## src/rtl/booth_div_16_16_pkg.sv

```systemverilog
// Shared definitions for the radix-2 non-restoring 16/16 divider:
// state encodings, operand width, iteration counter width and a small negate helper.
package booth_div_16_16_pkg;

    localparam int DATA_W = 16;
    localparam int CNT_W  = 5;

    // Counter value seen during the final CALC cycle
    localparam logic [CNT_W-1:0] LAST_ITER = CNT_W'(DATA_W - 1);

    typedef enum logic [1:0] {
        IDLE = 2'd0,
        CALC = 2'd1,
        FIX  = 2'd2,
        DONE = 2'd3
    } div_state_t;

    function automatic logic [DATA_W-1:0] cond_neg(input logic [DATA_W-1:0] v,
                                                   input logic              neg);
        return neg ? -v : v;
    endfunction

endpackage

```

## src/rtl/booth_div_16_16_if.sv

```systemverilog
// Operand/result handshake bundle for booth_div_16_16.
// master = operand producer / result consumer, slave = the divider.
interface booth_div_16_16_if;
    import booth_div_16_16_pkg::*;

    logic              in_valid;
    logic              in_ready;
    logic [DATA_W-1:0] dividend;
    logic [DATA_W-1:0] divisor;
    logic              is_signed;
    logic              out_valid;
    logic              out_ready;
    logic [DATA_W-1:0] quotient;
    logic [DATA_W-1:0] remainder;
    logic              div_by_zero;

    modport master (
        output in_valid, dividend, divisor, is_signed, out_ready,
        input  in_ready, out_valid, quotient, remainder, div_by_zero
    );

    modport slave (
        input  in_valid, dividend, divisor, is_signed, out_ready,
        output in_ready, out_valid, quotient, remainder, div_by_zero
    );

endinterface

```

## src/rtl/booth_div_16_16_div_nr_step.sv

```systemverilog
// One combinational non-restoring iteration: shift in the next dividend bit,
// add or subtract the divisor depending on the sign of the old partial remainder.
module booth_div_16_16_div_nr_step
    import booth_div_16_16_pkg::*;
(
    input  logic [DATA_W:0]   p,
    input  logic              bit_in,
    input  logic [DATA_W-1:0] d,
    output logic [DATA_W:0]   p_next,
    output logic              q_bit
);

    logic [DATA_W:0] shifted;
    logic [DATA_W:0] d_ext;

    // P stays within [-D, D), so dropping the old sign bit in the shift is safe:
    // the add/subtract decision uses it and the result fits back into 17 bits.
    assign shifted = {p[DATA_W-1:0], bit_in};
    assign d_ext   = {1'b0, d};
    assign p_next  = p[DATA_W] ? (shifted + d_ext) : (shifted - d_ext);
    assign q_bit   = ~p_next[DATA_W];

endmodule

```

## src/rtl/booth_div_16_16.sv

```systemverilog
// Sequential 16/16 divider, one quotient bit per clock, valid/ready in and out.
// Define DIV_SIGNED_EN to build two's-complement support (is_signed honoured).
//
//  state | meaning
//  IDLE  | in_ready high, waiting for operands
//  CALC  | 16 non-restoring iterations
//  FIX   | remainder correction, sign fix-up, result register load
//  DONE  | out_valid high, result held until out_ready
module booth_div_16_16
    import booth_div_16_16_pkg::*;
(
    input logic              sys_clk,
    input logic              sys_rst,
    booth_div_16_16_if.slave bus
);

    div_state_t        state_q;
    div_state_t        state_d;
    logic [CNT_W-1:0]  cnt_q;
    logic [DATA_W:0]   p_q;
    logic [DATA_W:0]   p_step;
    logic [DATA_W-1:0] q_q;
    logic [DATA_W-1:0] d_q;
    logic              q_bit;
    logic              zero_q;
    logic [DATA_W-1:0] quot_q;
    logic [DATA_W-1:0] rem_q;
    logic              dbz_q;

    logic              accept;
    logic              in_ready_c;
    logic              out_valid_c;
    logic              divisor_zero;
    logic [DATA_W-1:0] dvd_op;
    logic [DATA_W-1:0] dvs_op;
    logic [DATA_W-1:0] rem_mag;
    logic [DATA_W-1:0] quot_fix;
    logic [DATA_W-1:0] rem_fix;

    assign divisor_zero = (bus.divisor == '0);
    assign accept       = bus.in_valid & in_ready_c;

    assign rem_mag = p_q[DATA_W] ? (p_q[DATA_W-1:0] + d_q) : p_q[DATA_W-1:0];

`ifdef DIV_SIGNED_EN
    logic dvd_neg;
    logic dvs_neg;
    logic q_neg_q;
    logic r_neg_q;

    assign dvd_neg = bus.is_signed & bus.dividend[DATA_W-1];
    assign dvs_neg = bus.is_signed & bus.divisor[DATA_W-1];

    // A zero divisor returns the raw dividend as remainder, so keep it unconverted
    assign dvd_op = cond_neg(bus.dividend, dvd_neg & ~divisor_zero);
    assign dvs_op = cond_neg(bus.divisor, dvs_neg);

    always_ff @(posedge sys_clk or posedge sys_rst) begin
        if (sys_rst) begin
            q_neg_q <= 1'b0;
            r_neg_q <= 1'b0;
        end else if (accept) begin
            q_neg_q <= dvd_neg ^ dvs_neg;
            r_neg_q <= dvd_neg;
        end
    end

    assign quot_fix = cond_neg(q_q, q_neg_q);
    assign rem_fix  = cond_neg(rem_mag, r_neg_q);
`else
    logic unused_is_signed;

    assign unused_is_signed = bus.is_signed;
    assign dvd_op           = bus.dividend;
    assign dvs_op           = bus.divisor;
    assign quot_fix         = q_q;
    assign rem_fix          = rem_mag;
`endif

    booth_div_16_16_div_nr_step u_step (
        .p      (p_q),
        .bit_in (q_q[DATA_W-1]),
        .d      (d_q),
        .p_next (p_step),
        .q_bit  (q_bit)
    );

    always_ff @(posedge sys_clk or posedge sys_rst) begin
        if (sys_rst) begin
            state_q <= IDLE;
        end else begin
            state_q <= state_d;
        end
    end

    // A zero divisor still passes through FIX so its result lands one edge after accept
    always_comb begin
        state_d     = state_q;
        in_ready_c  = 1'b0;
        out_valid_c = 1'b0;
        case (state_q)
            IDLE: begin
                in_ready_c = 1'b1;
                if (bus.in_valid) begin
                    state_d = divisor_zero ? FIX : CALC;
                end
            end
            CALC: begin
                if (cnt_q == LAST_ITER) begin
                    state_d = FIX;
                end
            end
            FIX: begin
                state_d = DONE;
            end
            DONE: begin
                out_valid_c = 1'b1;
                if (bus.out_ready) begin
                    state_d = IDLE;
                end
            end
            default: begin
                state_d = IDLE;
            end
        endcase
    end

    always_ff @(posedge sys_clk or posedge sys_rst) begin
        if (sys_rst) begin
            cnt_q  <= '0;
            p_q    <= '0;
            q_q    <= '0;
            d_q    <= '0;
            zero_q <= 1'b0;
            quot_q <= '0;
            rem_q  <= '0;
            dbz_q  <= 1'b0;
        end else begin
            case (state_q)
                IDLE: begin
                    if (accept) begin
                        cnt_q  <= '0;
                        p_q    <= '0;
                        q_q    <= dvd_op;
                        d_q    <= dvs_op;
                        zero_q <= divisor_zero;
                        dbz_q  <= 1'b0;
                    end
                end
                CALC: begin
                    p_q   <= p_step;
                    q_q   <= {q_q[DATA_W-2:0], q_bit};
                    cnt_q <= cnt_q + CNT_W'(1);
                end
                FIX: begin
                    if (zero_q) begin
                        quot_q <= '1;
                        rem_q  <= q_q;
                        dbz_q  <= 1'b1;
                    end else begin
                        quot_q <= quot_fix;
                        rem_q  <= rem_fix;
                    end
                end
                default: begin
                end
            endcase
        end
    end

    assign bus.in_ready    = in_ready_c;
    assign bus.out_valid   = out_valid_c;
    assign bus.quotient    = quot_q;
    assign bus.remainder   = rem_q;
    assign bus.div_by_zero = dbz_q;

endmodule

```

## src/flat_wrapper.sv

```systemverilog
// flat-port wrapper written by rule: the top's interface ports become plain ports
module booth_div_16_16_flat import booth_div_16_16_pkg::*;
  (sys_clk, sys_rst, bus_in_valid, bus_dividend, bus_divisor, bus_is_signed, bus_out_ready, bus_in_ready, bus_out_valid, bus_quotient, bus_remainder, bus_div_by_zero);
  booth_div_16_16_if bus_i ();
  input logic sys_clk;
  input logic sys_rst;
  input wire logic [$bits(bus_i.in_valid)-1:0] bus_in_valid;
  input wire logic [$bits(bus_i.dividend)-1:0] bus_dividend;
  input wire logic [$bits(bus_i.divisor)-1:0] bus_divisor;
  input wire logic [$bits(bus_i.is_signed)-1:0] bus_is_signed;
  input wire logic [$bits(bus_i.out_ready)-1:0] bus_out_ready;
  output wire logic [$bits(bus_i.in_ready)-1:0] bus_in_ready;
  output wire logic [$bits(bus_i.out_valid)-1:0] bus_out_valid;
  output wire logic [$bits(bus_i.quotient)-1:0] bus_quotient;
  output wire logic [$bits(bus_i.remainder)-1:0] bus_remainder;
  output wire logic [$bits(bus_i.div_by_zero)-1:0] bus_div_by_zero;
  assign bus_i.in_valid = bus_in_valid;
  assign bus_i.dividend = bus_dividend;
  assign bus_i.divisor = bus_divisor;
  assign bus_i.is_signed = bus_is_signed;
  assign bus_i.out_ready = bus_out_ready;
  assign bus_in_ready = bus_i.in_ready;
  assign bus_out_valid = bus_i.out_valid;
  assign bus_quotient = bus_i.quotient;
  assign bus_remainder = bus_i.remainder;
  assign bus_div_by_zero = bus_i.div_by_zero;
  booth_div_16_16 u_core (.sys_clk(sys_clk), .sys_rst(sys_rst), .bus(bus_i));
endmodule
```

## config.mk

```make
export PLATFORM = sky130hd
export DESIGN_NAME = booth_div_16_16_flat
export DESIGN_NICKNAME = d
export VERILOG_FILES = /design/src/rtl/booth_div_16_16_pkg.sv /design/src/rtl/booth_div_16_16_if.sv /design/src/rtl/booth_div_16_16_div_nr_step.sv /design/src/rtl/booth_div_16_16.sv /design/src/flat_wrapper.sv
export SDC_FILE = /design/constraint.sdc
export NUM_CORES = 1
export LEC_CHECK = 0
export ABC_AREA = 1
export BUFFER_PORTS_ARGS = -buffer_cell sky130_fd_sc_hd__buf_2
export CAP_MARGIN = 20
export CELL_PAD_IN_SITES_DETAIL_PLACEMENT = 0
export CELL_PAD_IN_SITES_GLOBAL_PLACEMENT = 2
export CORE_ASPECT_RATIO = 1.2
export CORE_MARGIN = 5
export CORE_UTILIZATION = 30
export DETAILED_ROUTE_END_ITERATION = 16
export PLACE_DENSITY_LB_ADDON = 0.3
export SLEW_MARGIN = 10
export SYNTH_ARGS = -nofsm -noshare
export SYNTH_HDL_FRONTEND = slang
export SYNTH_SLANG_ARGS = --single-unit
```

## constraint.sdc

```tcl
create_clock -name sys_clk -period 2.73 [get_ports sys_clk]
set_input_delay 0.4095 -clock sys_clk [delete_from_list [all_inputs] [get_ports sys_clk]]
set_output_delay 0.4095 -clock sys_clk [all_outputs]
set_load 0.005 [all_outputs]
```

# Yosys cells after proc, flatten, opt, wreduce, memory -nomap -nowiden
# Cells that the tools add are included.
word_totals:
  regBits: 90
  in_bits: 37
op_classes:
  n_addsub: 4
  n_eq_ne: 9
  muxes: 20
  bitwise: 2
  n_reduce_logical: 8
ops:
  columns: ["operator", "count"]
  rows:
  - ["$mux 16", 4]
  - ["$mux 17", 2]
  - ["$pmux 17 s2", 1]
  - ["$pmux 16 s2", 1]
  - ["$add 17x16->17", 1]
  - ["$sub 17x16->17", 1]
  - ["$add 16x16->16", 1]
  - ["$logic_not 16->1", 1]
  - ["$pmux 5 s2", 1]
  - ["$mux 2", 4]
  - ["$pmux 2 s4", 1]
  - ["$ne 2x1->1 const B", 3]
  - ["$reduce_and 3->1", 2]
  - ["$add 5x1->5 const B", 1]
  - ["$eq 5x4->1 const B", 1]
  - ["$mux 5", 1]
  - ["$eq 2x2->1 const B", 2]
  - ["$mux 1", 4]
  - ["$ne 2x2->1 const B", 2]
  - ["$reduce_and 2->1", 2]
  - ["$reduce_bool 2->1", 2]
  - ["$eq 2x1->1 const B", 1]
  - ["$logic_not 2->1", 1]
  - ["$pmux 1 s2", 1]
  - ["other kinds (2)", 2]

# Depth between registers and ports, before layout
# Gate-level depths: netlist of the first run.
depth:
  word_depth: 5
  ltp_mapped: 20

# Modules after synthesis
# Synthesis of the first run repeated with hierarchy kept, for this count alone.
unflattened:
  cells_unflattened: 906
  area_unflattened_um2: 6306.0
by_module_without_submodules:
  columns: ["mod", "n_inst", "cells_per_inst", "area_each_um2"]
  rows:
  - ["booth_div_16_16", 1, 639, 4908.5]
  - ["booth_div_16_16_div_nr_step", 1, 267, 1397.6]

# Worst setup path after synthesis of the first run
# OpenSTA, ideal clock, no wires.
synth_path:
  path_type: "reg-to-reg"
  startpoint: "reg u_core.d_q[1]"
  endpoint: "reg u_core.q_q[0]"
  setup_time_ps: 113
  arrival_ps: 2375
  slack_ps: 242
  path_stages_with_launch: 18
  n_path_buf: 0
  synth_period_minus_slack_ps: 2488
  path_cell_list: "dfrtp_1 > inv_1 > ha_1 > nand3_1 > o31ai_2 > o21ai_0 > xor2_1 > ha_1 > nand2_1 > inv_1 > a21boi_0 > nand2_1 > inv_1 > nand2_1 > nand2_1 > nand3_2 > nand2_1 > inv_1"
synth_via:
  elab_chain_cells: 4
  word_cells_on_any_way: 5
  cone_classes: "2 x add/sub; 2 x mux; 1 x bitwise"
synth_lines:
  columns: ["element", "line_no", "source"]
  rows:
  - ["start: declaration", "booth_div_16_16.sv:23", "logic [DATA_W-1:0] d_q;"]
  - ["start signal: assignment", "booth_div_16_16.sv:145", "d_q <= dvs_op;"]
  - ["$sub 17x16->17 / $add 17x16->17 (equally long branches)", "booth_div_16_16_div_nr_step.sv:20", "assign p_next = p[DATA_W] ? (shifted + d_ext) : (shifted - d_ext);"]
  - ["$mux 17 *", "booth_div_16_16_div_nr_step.sv:20", null]
  - ["$not 1->1 *", "booth_div_16_16_div_nr_step.sv:21", "assign q_bit = ~p_next[DATA_W];"]
  - ["$pmux 16 s2 *", "booth_div_16_16.sv:139", "case (state_q)"]
  - ["end signal: assignment", "booth_div_16_16.sv:144", "q_q <= dvd_op;"]
  - ["end signal: assignment", "booth_div_16_16.sv:152", "q_q <= {q_q[DATA_W-2:0], q_bit};"]
  - ["end: declaration", "booth_div_16_16.sv:22", "logic [DATA_W-1:0] q_q;"]
# Mark *: on every way between the ends. The rest lies on a longest branch, timed or not.
# A chain may end at the register's enable or synchronous reset.

# Final worst setup path of the first run
layout_path:
  startpoint: "reg u_core.d_q[0]"
  endpoint: "reg u_core.q_q[0]"
# The elaborated chain is that of the path after synthesis.

==> impl_metrics.csv, run 1 <==
group,metric,value,unit
outcome,status,"completed",
global_routing,antenna_found_initial,0,
global_routing,grt-ovfl-total,0,
sta,fin_crit_sh,94.49,%
sta,skew,0.008465,ns
power,power.switching,5.767,mW
clock_tree,cts_hold_buffers,0,
finish,regArea,2253,µm²
die,core_area,20250,µm²
sta,slew_viol_final,0,
die,rows,57,
clock_tree,clkLatencyLatePin,0.36,ns
flow_run,maxCapViolCount,0,
power,p_leak,3.816,nW
placed_design,io_buffers,70,
routing,ant_nets,0,
sta,fmax,387.7,MHz
die,die_w,141.0,µm
worst_setup_path,critPathArrivalTime,2.84,ns
worst_setup_path,reg2reg_depth,19,
global_routing,grt_pass1_wl,31.18,mm
clock_tree,clock_sinks,90,
logic_synthesis,syn_area,6176,µm²
worst_setup_path,startpoint_type,"register",
global_routing,grt_pass1_vias,5759,
worst_setup_path,cp_max_fo,4,
logic_synthesis,synth_cell_types,45,
placed_design,pre_cts_ws,-0.03426,ns
clock_tree,cts_inserted_buffers,9,
clock_tree,path_clk_slew,0.08,ns
placed_design,hpwl,14.98,mm
clock_tree,cts_tree,"yes",
logic_synthesis,synthCells,862,
power,comb_power_share,65.3,%
logic_synthesis,synth_nets,940,
routing,via_per_inst,4.674,
logic_synthesis,synth_flop_cell,"dfrtp_1",
finish,final_nets,1028,
sta,worstMarginPinSlew,0.7183,ns
clock_tree,h-tree-depth,3,
power,seqPwrFrac,23.0,%
sta,rsz0062_at_grt,"true",
finish,layout.cells.most_common_list,"nand2_1, inv_1, dfrtp_1, a21oi_1, nor2_1",
routing,initialDrtViolationCount,276,
routing,num_vias,5702,
worst_setup_path,required,2.99,ns
global_routing,grt_max_degree,37,
placed_design,dpl_cell_area,6922,µm²
die,die_h,167.2,µm
finish,multi_input_area,3450,µm²
die,ios,72,
routing,avgRoutedWirePerCell,15.68,µm
sta,slew_headroom,52.02,%
finish,areaGrowthSynthToFinish,21.05,%
finish,drive_above_1_share,18.64,%
routing,wl,19.13,mm
clock_tree,cts-root-buf,"clkbuf_16",
die,initial_core_util,30.49,%
die,die-area,23570,µm²
logic_synthesis,synth-edff-count,0,
sta,fin_crit,2.579,ns
power,p_int,5.429,mW
finish,final_cell_area,7476,µm²
logic_synthesis,avgSynthCellArea,7.165,µm²
power,irDropWorstVdd,0.5220,mV
finish,layout_commonest_cell,"nand2_1",
worst_setup_path,r2r_start,"u_core.d_q[0]",
worst_setup_path,path_class,"reg2reg",
logic_synthesis,yosysWarnings,0,
sta,finalSetupViolCount,0,
global_routing,grt_usage,16.68,%
finish,fill_cells,2211,
logic_synthesis,async_flop_share,100.0,%
sta,holdWs,0.1490,ns
placed_design,dp.cells,1194,
routing,drcViolationCount,0,
logic_synthesis,yosysSeqAreaShare,36.47,%
worst_setup_path,reg2reg_slack,0.15,ns
routing,detail_route.first_pass.iterations,4,
placed_design,routabilityCongestion,0.8068,
hold_path,min_path_type,"in2async",
worst_setup_path,crit_path_end_kind,"register",
finish,final_cells,1220,
finish,diodes,0,
sta,layout_setup_ws,0.1506,ns
logic_synthesis,ys_ff_latch,90,
sta,hold_violations,0,
power,sw_frac_of_total,51.51,%
power,power-per-cell-area,1498,nW/µm²
worst_setup_path,rr_endpoint,"u_core.q_q[0]",
clock_tree,cts_buffer_depth,2,
power,p_clk_share,11.8,%
routing by layer:
metal  vias to the layer above  global-route usage, %  wire [µm]
li1                       2969                      -          -
met1                      2638                  22.54       9103
met2                        78                  27.98       9181
met3                        17                  2.738        602
met4                         0                  3.919        245
met5                         -                      0          0
worst max path at each step:
| stage | from | end | slack [ns] | depth (start not counted) |
|---|---|---|---|---|
| 2_1_floorplan | u_core.d_q[1] | u_core.q_q[0] | 0.24 | 17 |
| 3_3_place_gp | u_core.d_q[1] | u_core.q_q[0] | -0.009 | 17 |
| 3_5_place_dp | u_core.d_q[1] | u_core.q_q[0] | -0.03 | 16 |
| 4_1_cts | u_core.d_q[1] | u_core.q_q[0] | 0.006 | 19 |
| 5_1_grt | u_core.d_q[1] | u_core.q_q[0] | -0.04 | 19 |
| 6_report | u_core.d_q[0] | u_core.q_q[0] | 0.15 | 19 |
stage by stage:
step	utilization [%]	setup TNS [ns]	total power, mW
2_1_floorplan	-	0	7.326
3_3_place_gp	34.17	-0.009301	9.395
3_5_place_dp	34.17	-0.03426	9.378
4_1_cts	35.85	0	10.82
5_1_grt	36.91	-0.04111	12.45
6_report	36.91	0	11.20
Yosys cell counts (all sizes together) (4+ instances only):
cell	number	area, µm²
a21oi	78	397.9
buf	14	80.07
clkbuf	12	45.04
dfrtp	90	2252
ha	39	488.0
inv	138	518.0
nand2	218	830.8
nand3	52	275.3
nand4	7	50.05
nor2	77	301.5
nor3	7	35.03
o211ai	16	125.1
o21ai	64	335.3
o21bai	4	30.03
o22ai	6	37.54
o31ai	4	48.79
xnor2	5	43.79
xor2	13	113.9
power by group through the flow:
| stage | registers (mW) | logic (mW) | clock network, mW |
|---|---|---|---|
| floorplan | 2.42 | 4.91 | 0 |
| global placement | 2.59 | 6.80 | 0 |
| detailed placement | 2.59 | 6.79 | 0 |
| CTS | 2.57 | 6.89 | 1.35 |
| global route | 2.65 | 8.39 | 1.40 |
| finish | 2.57 | 7.31 | 1.32 |
critical path: stages (launching register included):
cell,delay (ns)
dfrtp_1,0.39
inv_2,0.11
nand3_4,0.10
nor2_4,0.13
nand3_4,0.10
o31ai_4,0.26
buf_4,0.17
nand2_2,0.04
nand2_2,0.06
nand2_2,0.06
ha_4,0.29
nand2_4,0.06
nor4_2,0.21
nand2_1,0.09
nand2_2,0.09
inv_2,0.04
nand2_2,0.05
nand3_2,0.08
nand2_1,0.09
inv_1,0.04
registers in the layout (all words and copies together), names as in the netlist:
name and count:
u_core.state_q 2, u_core.bus.quotient 16, u_core.d_q 16, u_core.cnt_q 5, u_core.p_q 17, u_core.bus.remainder 16, u_core.bus.div_by_zero 1, u_core.q_q 16
u_core.zero_q 1
layout make-up:
| cell class | count | area share (%) |
|---|---|---|
| Clock buffer | 9 | 3.013 |
| Clock inverter | 7 | 1.088 |
| Inverter | 138 | 7.013 |
| Multi-Input combinational cell | 608 | 46.14 |
| Sequential cell | 90 | 30.14 |
| Tap cell | 265 | 4.435 |
| Timing Repair Buffer | 103 | 8.167 |
logic make-up after synthesis:
logic type	count (synthesis)	share of synthesized area [%]
AO/OA/AOI/OAI	182	16.98
XOR/XNOR	18	2.553
adder cells (fa/ha/maj)	41	8.549
buffers and inverters	164	10.41
flip-flops	90	36.47
AND/OR/NAND/NOR	367	25.04
timing repair:
| action | CTS | global route |
|---|---|---|
| buffers inserted | 2 | 8 |
| pin swaps | 1 | 14 |
| resized for setup | 2 | 39 |
| endpoints found under the setup margin | 2 | 9 |
Note: power is estimated with default switching activity, not from simulation.
==> run 2: changes to the inputs <==
--- a/config.mk
+++ b/config.mk
@@ -5,17 +5,16 @@
 export SDC_FILE = /design/constraint.sdc
 export NUM_CORES = 1
 export LEC_CHECK = 0
-export ABC_AREA = 1
 export BUFFER_PORTS_ARGS = -buffer_cell sky130_fd_sc_hd__buf_2
 export CAP_MARGIN = 20
 export CELL_PAD_IN_SITES_DETAIL_PLACEMENT = 0
 export CELL_PAD_IN_SITES_GLOBAL_PLACEMENT = 2
 export CORE_ASPECT_RATIO = 1.2
 export CORE_MARGIN = 5
-export CORE_UTILIZATION = 30
+export CORE_UTILIZATION = 33
 export DETAILED_ROUTE_END_ITERATION = 16
 export PLACE_DENSITY_LB_ADDON = 0.3
-export SLEW_MARGIN = 10
+export SLEW_MARGIN = 5
 export SYNTH_ARGS = -nofsm -noshare
 export SYNTH_HDL_FRONTEND = slang
 export SYNTH_SLANG_ARGS = --single-unit
==> impl_metrics.csv, run 2 <==
group,metric,value,unit
die,core_area,17640,µm²
die,die-area,20870,µm²
logic_synthesis,yosysWarnings,0,
sta,finalSetupViolCount,4,
outcome,status,"finished with violations",
flow_run,maxCapViolCount,0,
die,die_w,132.7,µm
clock_tree,cts_inserted_buffers,9,
die,die_h,157.3,µm
power,power.switching,5.136,mW
finish,final_nets,856,
routing,drcViolationCount,0,
clock_tree,cts-root-buf,"clkbuf_16",
logic_synthesis,synth_xor_area_share,5.287,%
routing,num_vias,5311,
finish,top_register,"u_core.p_q",
sta,layout_setup_ws,-0.08482,ns
finish,layout_commonest_cell,"dfrtp_1",
logic_synthesis,synth_commonest_cells,"dfrtp_1, nand2_1, o21ai_0",
sta,fmax,355.3,MHz
clock_tree,cts_buffer_depth,2,
logic_synthesis,synth_compound_area_share,21.11,%
logic_synthesis,yosys-top-cells-area,"dfrtp_1, ha_1, nand2_1",
logic_synthesis,yosysSeqAreaShare,37.77,%
sta,worstMarginPinSlew,0.6958,ns
sta,tns,-0.1593,ns
worst_setup_path,rr_endpoint,"u_core.p_q[16]",
logic_synthesis,synth_top_area_share,37.77,%
worst_setup_path,r2r_start,"u_core.d_q[1]",
logic_synthesis,avgSynthCellArea,9.188,µm²
worst_setup_path,cp_max_fo,5,
routing,ant_nets,0,
sta,slew_viol_final,0,
sta,skew,0.007926,ns
clock_tree,h-tree-depth,3,
placed_design,pre_cts_ws,-0.1550,ns
routing,avgRoutedWirePerCell,17.18,µm
global_routing,antenna_found_initial,0,
global_routing,grt_usage,16.82,%
global_routing,grt_max_degree,91,
logic_synthesis,synth_flop_cell,"dfrtp_1",
placed_design,routabilityCongestion,0.8319,
logic_synthesis,yosys.area_share.adder,8.854,%
sta,fin_crit_sh,103.1,%
worst_setup_path,startpoint,"u_core.d_q[1]",
finish,layout.cells.most_common_list,"dfrtp_1, buf_4, buf_2, nand2_1, o21ai_0",
sta,fin_crit,2.815,ns
worst_setup_path,required,3.02,ns
finish,fin_util,42.64,%
finish,fill_cells,1729,
logic_synthesis,syn_area,5963,µm²
die,rows,53,
finish,drive_above_1_share,28.35,%
hold_path,min_path_type,"in2async",
logic_synthesis,async_flop_share,100.0,%
power,comb_power_share,65.8,%
worst_setup_path,startpoint_type,"register",
logic_synthesis,synth-simple-area-share,14.79,%
global_routing,grt_pass1_wl,28.04,mm
clock_tree,clock_sinks,90,
logic_synthesis,synth_nets,727,
placed_design,hpwl,13.30,mm
power,p_int,6.339,mW
worst_setup_path,critPathArrivalTime,3.11,ns
routing,wl,17.23,mm
routing,initialDrtViolationCount,294,
sta,rsz0062_at_grt,"true",
logic_synthesis,yosysTopAreaCell,"dfrtp_1",
worst_setup_path,reg2reg_depth,11,
power,p_leak,3.360,nW
worst_setup_path,path_class,"reg2reg",
logic_synthesis,synth_cell_types,65,
sta,hold_violations,0,
logic_synthesis,synth.most_common_cell,"dfrtp_1",
power,seqPwrFrac,22.7,%
logic_synthesis,synthCells,649,
logic_synthesis,synth-edff-count,0,
finish,largest_reg_flops,17,
outcome,failed_checks,"negative setup slack",
routing,via_per_inst,5.295,
routing,detail_route.first_pass.iterations,4,
die,ios,72,
finish,areaGrowthSynthToFinish,26.14,%
clock_tree,cts_tree,"yes",
sta,holdWs,0.1877,ns
placed_design,io_buffers,70,
logic_synthesis,synth.area.mux_share,7.805,%
clock_tree,clkLatencyLatePin,0.36,ns
clock_tree,path_clk_slew,0.07,ns
die,initial_core_util,33.81,%
global_routing,grt_pass1_vias,5349,
power,irDropWorstVdd,0.4440,mV
power,sw_frac_of_total,44.76,%
logic_synthesis,ys_ff_latch,90,
power,p_clk_share,11.5,%
finish,diodes,0,
worst_setup_path,crit_path_end_kind,"register",
power,power-per-cell-area,1525,nW/µm²
sta,slew_headroom,53.44,%
global_routing,grt-ovfl-total,0,
logic_synthesis,synth_top_family_by_area,"compound AO/OA/AOI/OAI gates",
worst_setup_path,reg2reg_slack,-0.08,ns
==> run 2: changes by cell type after synthesis, moves of 11 or more <==
cell      before  now
nand2_1      215   71
inv_1        130   28
nand3_1       49   11
nor2_1        72   38
a21oi_1       76   48
mux2i_1        0   24
mux2_2         0   20
o22a_1         0   15
o211ai_1      15    3
xnor2_1        5   16
==> run 2: repair_timing <==
| action | 4_1_cts | 5_1_grt |
|---|---|---|
| hold buffers | 0 | 0 |
| pin swaps | 10 | 15 |
| buffers inserted | 3 | 5 |
| endpoints found under the setup margin | 10 | 11 |
| gates resized for setup | 16 | 17 |
==> run 2: worst max-delay path, cell delays in order (launching register included) <==
cell	delay (ns)
dfrtp_1	0.39
buf_6	0.13
nor3_4	0.31
a21oi_2	0.09
xor2_1	0.16
ha_1	0.30
a21o_1	0.18
or3_4	0.34
o221ai_4	0.20
o221ai_2	0.15
or4_1	0.41
nand3_1	0.09
==> run 2: kinds of logic (layout without fill, tap and decap cells) <==
logic type                 count (synthesis)  in the layout
AOI/OAI and AO/OA                        195            195
xor gates and xnor gates                  36             36
adders and majority gates                 41             41
buffers and inverters                     58            192
DFF                                       90             90
muxes                                     44             44
and+or+nand+nor                          185            185
==> run 2: worst max-delay path by stage <==
stage	depth (start not counted)	slack [ns]	to
final	11	-0.08	u_core.p_q[16]
after global placement	15	-0.13	u_core.p_q[16]
after detailed placement	15	-0.16	u_core.p_q[16]
after global routing	13	-0.21	u_core.p_q[16]
after CTS	12	-0.07	u_core.p_q[15]
after floorplan	13	-0.002	u_core.p_q[16]
==> run 2: power by group through the flow <==
stage | combinational (mW) | clock [mW] | sequential [mW]
6_report | 7.55 | 1.33 | 2.60
5_1_grt | 8.41 | 1.40 | 2.70
4_1_cts | 7.35 | 1.36 | 2.60
3_5_place_dp | 7.05 | 0 | 2.62
3_3_place_gp | 6.91 | 0 | 2.60
2_1_floorplan | 4.73 | 0 | 2.47
==> run 2: area by class of cell <==
cell class / count / area [µm²] / share of cell area [%]
sequential: 90 / 2255 / 29.97
inverter: 29 / 112.6 / 1.497
timing repair buffer: 147 / 952.2 / 12.66
clock inverter: 6 / 75.07 / 0.9980
tap: 220 / 275.3 / 3.659
multi-input combinational: 501 / 3613 / 48.04
clock buffer: 10 / 239.0 / 3.177
==> run 2: metrics by stage <==
step                      power, mW  std cells  cell area (µm²)
after floorplan               7.206        649             5993
after detailed placement      9.669        979             7008
after CTS                     11.31        998             7425
after global routing          12.51       1003             7522
final                         11.48       1003             7522
after global placement        9.510        979             7008
==> run 2: metal layers <==
| metal | track usage (%) | wire, µm | vias to the layer above |
|---|---|---|---|
| li1 | - | - | 2627 |
| met5 | 0 | 0 | - |
| met4 | 8.465 | 604 | 0 |
| met1 | 20.96 | 7787 | 2549 |
| met2 | 28.41 | 8128 | 107 |
| met3 | 2.653 | 711 | 28 |
